`src/rtl/led_breath_engine.sv`:
```
// Multi-channel LED breathing engine: one shared PWM counter and ramp phase drive
// CHANNELS independent PWM outputs, each reconfigurable through a valid/ready shadow word.
module led_breath_engine #(
    parameter int CHANNELS   = 3,
    parameter int PWM_WIDTH  = 16,
    parameter int PWM_PERIOD = 46875,
    parameter int STEPS      = 256,
    parameter int PHASE_SKEW = 0,
    parameter int ACTIVE_LOW = 1,
    parameter int MODE_RESET = 3,
    parameter int PEAK_RESET = 46875
) (
    input  logic                            clk,
    input  logic                            reset,
    input  logic                            enable,
    input  logic                            cfg_valid,
    output logic                            cfg_ready,
    input  logic [2*CHANNELS-1:0]           cfg_mode,
    input  logic [PWM_WIDTH*CHANNELS-1:0]   cfg_peak,
    output logic [CHANNELS-1:0]             pwm_o,
    output logic                            period_end,
    output logic                            cycle_end,
    output logic [$clog2(CHANNELS):0]       active_ch
);

    localparam int LOG_STEPS = $clog2(STEPS);
    localparam int P_W       = LOG_STEPS + 1;
    localparam int A_W       = $clog2(CHANNELS) + 1;
    localparam int PR_W      = PWM_WIDTH + P_W + 1;

    localparam logic [PWM_WIDTH-1:0] CNT_MAX  = PWM_WIDTH'(PWM_PERIOD - 1);
    localparam logic [PWM_WIDTH-1:0] DUTY_MAX = PWM_WIDTH'(PWM_PERIOD);
    localparam logic [P_W-1:0]       P_MAX    = P_W'(2 * STEPS - 1);
    localparam logic [P_W-1:0]       P_HALF   = P_W'(STEPS);
    localparam logic [P_W:0]         P_FULL   = (P_W + 1)'(2 * STEPS);
    localparam logic [A_W-1:0]       CH_MAX   = A_W'(CHANNELS - 1);
    localparam logic [CHANNELS-1:0]  PWM_DARK = (ACTIVE_LOW != 0) ? '1 : '0;

    typedef enum logic [1:0] {
        M_OFF     = 2'd0,
        M_ON      = 2'd1,
        M_BREATHE = 2'd2,
        M_SEQ     = 2'd3
    } mode_e;

    logic [PWM_WIDTH-1:0]                cnt_q, cnt_d;
    logic [P_W-1:0]                      p_q, p_d;
    logic [A_W-1:0]                      act_q, act_d;
    logic [CHANNELS-1:0][PWM_WIDTH-1:0]  duty_q, duty_d;
    logic [CHANNELS-1:0]                 pwm_q, pwm_d;
    logic [2*CHANNELS-1:0]               mode_q, mode_d, sh_mode_q, sh_mode_d;
    logic [PWM_WIDTH*CHANNELS-1:0]       peak_q, peak_d, sh_peak_q, sh_peak_d;
    logic                                pend_q, pend_d;
    logic                                rdy_q, rdy_d;

    logic                                accept, apply;
    logic [PWM_WIDTH-1:0]                pk, ramp, nxt;
    logic [P_W-1:0]                      q;
    logic [P_W:0]                        tri_v;
    logic [PR_W-1:0]                     prod;
    logic                                lit;

    always_comb begin
        period_end = enable && (cnt_q == CNT_MAX);
        cycle_end  = period_end && (p_q == P_MAX);
        // accept needs ready and apply needs pending; the two are never both set
        accept     = cfg_valid && rdy_q;
        apply      = period_end && pend_q;

        cnt_d     = cnt_q;
        p_d       = p_q;
        act_d     = act_q;
        duty_d    = duty_q;
        pwm_d     = PWM_DARK;
        mode_d    = mode_q;
        peak_d    = peak_q;
        sh_mode_d = sh_mode_q;
        sh_peak_d = sh_peak_q;
        pend_d    = pend_q;
        rdy_d     = rdy_q;
        pk        = '0;
        ramp      = '0;
        nxt       = '0;
        q         = '0;
        tri_v     = '0;
        prod      = '0;
        lit       = 1'b0;

        if (enable) cnt_d = period_end ? '0 : cnt_q + 1'b1;
        // 2*STEPS is a power of two, so p wraps by plain overflow
        if (period_end) p_d = p_q + 1'b1;
        if (cycle_end) act_d = (act_q == CH_MAX) ? '0 : act_q + 1'b1;

        if (accept) begin
            sh_mode_d = cfg_mode;
            sh_peak_d = cfg_peak;
            pend_d    = 1'b1;
            rdy_d     = 1'b0;
        end
        if (apply) begin
            mode_d = sh_mode_q;
            peak_d = sh_peak_q;
            pend_d = 1'b0;
            rdy_d  = 1'b1;
        end

        for (int i = 0; i < CHANNELS; i++) begin
            // next duty sees the freshly applied config and the post-increment phase
            pk    = (peak_d[PWM_WIDTH*i +: PWM_WIDTH] > DUTY_MAX) ? DUTY_MAX
                                                                  : peak_d[PWM_WIDTH*i +: PWM_WIDTH];
            q     = p_d + P_W'((i * PHASE_SKEW) % (2 * STEPS));
            tri_v = (q < P_HALF) ? {1'b0, q} : P_FULL - {1'b0, q};
            prod  = PR_W'(tri_v) * PR_W'(pk);
            ramp  = PWM_WIDTH'(prod >> LOG_STEPS);
            case (mode_e'(mode_d[2*i +: 2]))
                M_OFF:     nxt = '0;
                M_ON:      nxt = pk;
                M_BREATHE: nxt = ramp;
                M_SEQ:     nxt = (A_W'(i) == act_d) ? ramp : '0;
                default:   nxt = '0;
            endcase
            if (period_end) duty_d[i] = nxt;

            lit      = enable && (cnt_q < duty_q[i]);
            pwm_d[i] = (ACTIVE_LOW != 0) ? ~lit : lit;
        end
    end

    always_ff @(posedge clk or posedge reset) begin
        if (reset) begin
            cnt_q     <= '0;
            p_q       <= '0;
            act_q     <= '0;
            duty_q    <= '0;
            pwm_q     <= PWM_DARK;
            mode_q    <= {CHANNELS{2'(MODE_RESET)}};
            peak_q    <= {CHANNELS{PWM_WIDTH'(PEAK_RESET)}};
            sh_mode_q <= '0;
            sh_peak_q <= '0;
            pend_q    <= 1'b0;
            rdy_q     <= 1'b1;
        end else begin
            cnt_q     <= cnt_d;
            p_q       <= p_d;
            act_q     <= act_d;
            duty_q    <= duty_d;
            pwm_q     <= pwm_d;
            mode_q    <= mode_d;
            peak_q    <= peak_d;
            sh_mode_q <= sh_mode_d;
            sh_peak_q <= sh_peak_d;
            pend_q    <= pend_d;
            rdy_q     <= rdy_d;
        end
    end

    assign cfg_ready = rdy_q;
    assign pwm_o     = pwm_q;
    assign active_ch = act_q;

endmodule

```
`config.mk`:
```
export PLATFORM = sky130hd
export DESIGN_NAME = led_breath_engine
export DESIGN_NICKNAME = d
export VERILOG_FILES = /design/src/rtl/led_breath_engine.sv
export SDC_FILE = /design/constraint.sdc
export NUM_CORES = 1
export LEC_CHECK = 0
export ABC_AREA = 1
export BUFFER_PORTS_ARGS = -buffer_cell sky130_fd_sc_hd__buf_2
export CAP_MARGIN = 20
export CORE_MARGIN = 2
export CORE_UTILIZATION = 52
export CTS_CLUSTER_SIZE = 28
export DETAILED_ROUTE_END_ITERATION = 10
export PLACE_DENSITY = 0.8
export SLEW_MARGIN = 20
export SYNTH_ARGS = -nofsm -noshare
export SYNTH_HDL_FRONTEND = slang
export SYNTH_SLANG_ARGS = --single-unit
export TNS_END_PERCENT = 5
```
`constraint.sdc`:
```
create_clock -name clk -period 11 [get_ports clk]
set_clock_uncertainty 0.1 [all_clocks]
set_input_delay 2.2 -clock clk [delete_from_list [all_inputs] [get_ports clk]]
set_output_delay 2.2 -clock clk [all_outputs]
set_load 0.005 [all_outputs]
```
; ---- After elaboration in Yosys (flattened, before gate mapping)
; Index checks and enable logic that the tools add are counted.
[word_totals]
out_inout_bits = 9
word_cells = 76
in_bits = 58
ff_bits = 189
[classes]
order_cmp = 7
mul = 3
addsub = 4
n_eq_ne = 14
mux = 20
n_bitwise = 3
reduce_logical = 12
[ops]
columns = cell, n
row1 = case mux 16 bit (4 select lines), 3
row2 = two-way mux 16 bit, 7
row3 = multiplier 10 x 16 -> 24 bit, 3
row4 = > comparator 16 bit (second input constant), 3
row5 = less-than comparator 16 bit, 3
row6 = two-way mux 48 bit, 1
row7 = adder 16 x 1 -> 16 bit (second input constant), 1
row8 = equality test 16 bit (second input constant), 1
row9 = equality test 2 bit (second input constant), 6
row10 = two-way mux 10 bit, 1
row11 = subtractor 10 x 9 -> 10 bit (first input constant), 1
row12 = adder 9 x 1 -> 9 bit (second input constant), 1
row13 = equality test 9 bit (second input constant), 1
row14 = less-than comparator 9 bit (second input constant), 1
row15 = two-way mux 9 bit, 1
row16 = logical AND 1 bit, 7
row17 = equality test 2 x 1 -> 1 bit (second input constant), 3
row18 = logical NOT 2 bit, 3
row19 = two-way mux 3 bit, 2
row20 = two-way mux 6 bit, 1
row21 = two-way mux 1 bit, 4
row22 = adder 3 x 1 -> 3 bit (second input constant), 1
row23 = equality test 1 x 3 -> 1 bit (first input constant), 1
row24 = equality test 2 x 3 -> 1 bit (first input constant), 1
row25 = 4 further kinds, 6

; ---- Longest topological paths before layout
[logic_depth]
depth_word = 9
ltp_mapped = 46
depth_no_buf = 44

; ---- Worst setup path before layout
; OpenSTA, ideal clock, no wires.
[synth_path]
kind = input -> register
startpoint = in enable
endpoint = reg duty_q[15] (netlist bit)
slack_ns = 2.062
stages = 37
required_time_ns = 10.783
setup_ns = 0.117
arrival_ns = 8.721
path_cell_list = buf_2 > nand3_2 > nor2_8 > nand2_2 > inv_2 > nand2_1 > nand2_2 > clkbuf_1 > ha_1 > inv_1 > nor3_2 > nand3_1 > nand2_1 > xor2_1 > inv_2 > clkbuf_1 > nor2_1 > fa_1 > fa_1 > inv_1 > fa_1 > inv_1 > fa_1 > inv_1 > fa_1 > inv_1 > ha_1 > a21oi_1 > inv_1 > a31oi_1 > o21ai_0 > a2111oi_0 > nand3_1 > nand3_1 > nand2_1 > nand2_1 > nand2_1
[synth_via]
elab_chain_len = 8
word_cells_on_any_way = 20
[synth_rtl]
columns = item, line
row1 = start: declaration, 15  ; input logic enable,
row2 = logical AND 1 bit *, 64  ; period_end = enable && (cnt_q == CNT_MAX);
row3 = named net period_end, 21  ; output logic period_end,
row4 = logical AND 1 bit, 68  ; apply = period_end && pend_q;
row5 = two-way mux 48 bit, 100  ; if (apply) begin
row6 = > comparator 16 bit, 109  ; pk = (peak_d[PWM_WIDTH*i +: PWM_WIDTH] > DUTY_MAX) ? DUTY_MAX
row7 = two-way mux 16 bit, 109
row8 = multiplier 10 x 16 -> 24 bit, 113  ; prod = PR_W'(tri_v) * PR_W'(pk);
row9 = two-way mux 16 bit, 119  ; M_SEQ: nxt = (A_W'(i) == act_d) ? ramp : '0;
row10 = case mux 16 bit (4 select lines), 115  ; case (mode_e'(mode_d[2*i +: 2]))
row11 = end signal: assignment, 146  ; duty_q <= duty_d;
row12 = end: declaration, 49  ; logic [CHANNELS-1:0][PWM_WIDTH-1:0] duty_q, duty_d;
; The timed path passes the listed nets; every way through them passes the cells marked *.
; A chain may end at the register's enable or synchronous reset.

; ---- Final worst setup path
[layout_path]
startpoint = in enable
endpoint = reg duty_q[15] (netlist bit)
[layout_via]
elab_chain_len = 8
word_cells_on_any_way = 20
[layout_rtl]
columns = item, line
row1 = logical AND 1 bit *, 64
row2 = logical AND 1 bit, 68
row3 = two-way mux 48 bit, 100
row4 = > comparator 16 bit, 109
row5 = two-way mux 16 bit, 109
row6 = multiplier 10 x 16 -> 24 bit, 113
row7 = two-way mux 16 bit, 119
row8 = case mux 16 bit (4 select lines), 115
; Mark *: on every way between the ends. The rest lies on a longest branch, timed or not.

==> impl_metrics.env <==
export IMPL_outcome="finished, final reports clean"
export IMPL_cts_tree="built"
export IMPL_p_per_area_mw_per_mm2=75.1
export IMPL_fmaxAchievable_mhz=103
export IMPL_numCtsBuffers=17
export IMPL_synth_warnings=0
export IMPL_critPathMaxStageDelay_ns=0.68
export IMPL_cts_setup_buffers=0
export IMPL_vias_per_cell=5.48
export IMPL_area_growth_pct=7.30
export IMPL_leakage_nw=14.2
export IMPL_path_clk_slew_ns=0.08
export IMPL_p_seq_share_pct=39.2
export IMPL_grt_first_pass_wirelength_um=115000
export IMPL_nNetsFinal=3922
export IMPL_wl_um=71200
export IMPL_clockBufferDepth=2
export IMPL_dr_first_iter_drc_count=2079
export IMPL_grt_use_total_pct=29.7
export IMPL_cts_sinks=189
export IMPL_synth_flop_cell="dfrtp_1"
export IMPL_die_area_mm2=0.0495
export IMPL_tns_ns=0
export IMPL_startpoint="enable"
export IMPL_syn_area_mm2=0.0248
export IMPL_maxSlewViolCount=0
export IMPL_antenna_found_initial=2
export IMPL_first_global_vias=21859
export IMPL_grt_setup_unrepaired="false"
export IMPL_syn_avg_cell_area_um2=7.60
export IMPL_finalHoldViolations=0
export IMPL_reg2reg_from="cnt_q[0]"
export IMPL_slew_headroom_pct=25.4
export IMPL_met2_usage_pct=46.1
export IMPL_cp_start_kind="input port"
export IMPL_final_cells=3969
export IMPL_synth_edff_count=0
export IMPL_num_rows=80
export IMPL_worstPathArrival_ns=9.92
export IMPL_overflow=0
export IMPL_first_pass_iters=6
export IMPL_fp_dieH_um=222
export IMPL_fin_util_pct=56.1
export IMPL_drcViolationCount=0
export IMPL_cts_resized=0
export IMPL_drive_above_1_share_pct=7.93
export IMPL_p_switching_mw=0.699
export IMPL_ios=67
export IMPL_ys_seq_area_share_pct=19.3
export IMPL_ant_nets=0
export IMPL_cts_max_level=4
export IMPL_cpMaxStageDelayCell="inv_2"
export IMPL_clk_latency_ns=0.46
export IMPL_dp_cells=3936
export IMPL_synth_top_area_share_pct=26.2
export IMPL_p_clk_share_pct=34.5
export IMPL_worstPathMaxFanout=36
export IMPL_path_class="in2reg"
export IMPL_setup_viol=0
export IMPL_cp_end_kind="register"
export IMPL_cap_violations=0
export IMPL_required_ns=11.25
export IMPL_hpwl_um=56100
export IMPL_ctsHoldBuffers=0
export IMPL_syn_inst=3262
export IMPL_die_x_um=222
export IMPL_initial_core_util_pct=52.3
export IMPL_grt_use_met3_pct=6.97
export IMPL_period_share_pct=87.9
export IMPL_pwr_share_comb_pct=26.3
export IMPL_wl_per_cell_um=17.9
export IMPL_vdd_drop_max_mv=0.107
export IMPL_busiest_layer="met2"
export IMPL_fin_crit_ns=9.66
export IMPL_grt_util_met1_pct=38.9
export IMPL_cts_root_buf="clkbuf_16"
export IMPL_cpMostUsedCell="inv_1"
export IMPL_worst_slew_pin_slew_ns=1.11
export IMPL_hold_class="reg2reg"
export IMPL_crit_buf_inv=9
export IMPL_fillers=4239
export IMPL_yosysTopAreaCell="fa_1"
export IMPL_synth_seq_cells=189
export IMPL_internal_power_mw=1.30
export IMPL_port_buffers=66
export IMPL_ys_types=61
export IMPL_core_area_mm2=0.0474
export IMPL_total_power_mw=2.00
export IMPL_via_count=21753
export IMPL_async_flop_share_pct=100
export IMPL_worstHoldStart="peak_q[14]"
export IMPL_globalplace_congestion=0.989
export IMPL_yosys_top_cells_area="fa_1, dfrtp_1, nand2_1"
export IMPL_grt_max_degree=120
export IMPL_crit_family="adder cells"
export IMPL_switching_share_pct=35.0
## cell usage in the layout, fill, tap and decap left out, drive strengths merged, types with 2 or more instances in the layout
cell type	n
dfrtp	149
buf	97
a21o	5
and3	3
clkinvlp	3
a31oi	10
o22ai	14
xor2	26
o21ai	153
clkbuf	17
o21a	6
o211ai	6
or2	7
nand2	878
nand3b	7
o2111ai	2
clkinv	10
nor4	6
dfstp	40
ha	200
xnor2	4
nor2	378
a21oi	130
bufinv	3
a211oi	6
o31ai	2
o221ai	5
o221a	2
nand3	78
a21boi	2
fa	324
nor3	25
inv	664
nand4	44
conb	42
## worst min-delay path, stage by stage (launching register included)
cell     delay (ns)
dfrtp_1        0.35
nand2_1        0.06
nand2_1        0.05
## cell families (layout without fill, tap and decap cells)
family          count (synthesis)  in the layout  share of synthesized area, %
compound gates                347            347                          7.93
flops                         189            189                          19.3
simple gates                 1426           1426                          23.7
buf+inv                       743            794                          11.6
fa+ha+maj                     524            524                          36.2
other cells                     2             43                        0.0303
mux                             1              1                        0.0454
xor+xnor                       30             30                          1.15
## final timing paths
kind / end / slack (ns) / cells past startpoint
min in group asynchronous: sh_mode_q[0] / 1.78 / 2
hold / removal: peak_q[14] / 0.38 / 2
setup reg to reg: duty_q[15] / 2.05 / 38
setup / recovery: duty_q[15] / 1.34 / 35
max in group asynchronous: duty_q[0] / 7.55 / 3
hold reg to reg: peak_q[14] / 0.38 / 2
## metrics by stage
step                area, um2  hold slack (ns)  setup WS [ns]
floorplan               25000            0.342           2.06
global placement        26000            0.360           1.21
detailed placement      26000            0.363           1.07
CTS                     26600            0.382           1.55
global route            26600            0.406          0.857
finish                  26600            0.383           1.34
## registers in the layout, summed over array words and instances (netlist names)
register and count:
duty_q 48, cfg_ready 1, p_q 9, sh_mode_q 6
pwm_o 3, mode_q 6, peak_q 48, active_ch 3
pend_q 1, cnt_q 16, sh_peak_q 48
## Yosys cell counts, types with 3 or more instances
cell / n
nand2_1: 852
inv_1: 638
nor2_1: 364
fa_1: 324
ha_1: 200
dfrtp_1: 149
a21oi_1: 126
o21ai_0: 108
nand3_1: 73
clkbuf_1: 50
nand4_1: 44
dfstp_2: 40
o21ai_1: 36
nand2_2: 24
xor2_1: 23
nor3_1: 22
inv_2: 20
buf_2: 18
o22ai_1: 14
a31oi_1: 10
nand3b_1: 7
nor2_2: 7
o21ai_2: 7
a211oi_1: 6
buf_6: 6
clkinv_1: 6
nor2_4: 6
nor4_1: 6
o211ai_1: 6
o21a_1: 6
o221ai_1: 5
a21o_1: 4
or2_2: 4
xnor2_1: 4
and3_1: 3
nand3_2: 3
or2_1: 3
xor2_2: 3
## final cells by class
| type | count | area [um2] | area share [%] |
|---|---|---|---|
| clock inverters | 15 | 224 | 0.842 |
| inverters | 665 | 2500 | 9.41 |
| repair buffers | 97 | 563 | 2.12 |
| well taps | 615 | 769 | 2.89 |
| diodes | 1 | 2.50 | 0.00940 |
| multi-input cells | 2370 | 17300 | 65.2 |
| clock buffers | 17 | 425 | 1.60 |
| flip-flops and latches | 189 | 4780 | 18.0 |
## power groups by stage
stage	combinational (mW)	clock, mW	sequential (mW)
2_1_floorplan	0.395	0	0.769
3_3_place_gp	0.499	0	0.794
3_5_place_dp	0.515	0	0.793
4_1_cts	0.519	0.695	0.781
5_1_grt	0.601	0.719	0.786
6_report	0.525	0.689	0.783
## per-layer routing
| layer | share of wire [%] | vias to the layer above |
|---|---|---|
| li1 | - | 10044 |
| met1 | 40 | 10354 |
| met2 | 44 | 1125 |
| met3 | 11 | 228 |
| met4 | 5.8 | 2 |
| met5 | 0.018 | - |
Power figures use the tool's default switching activity.
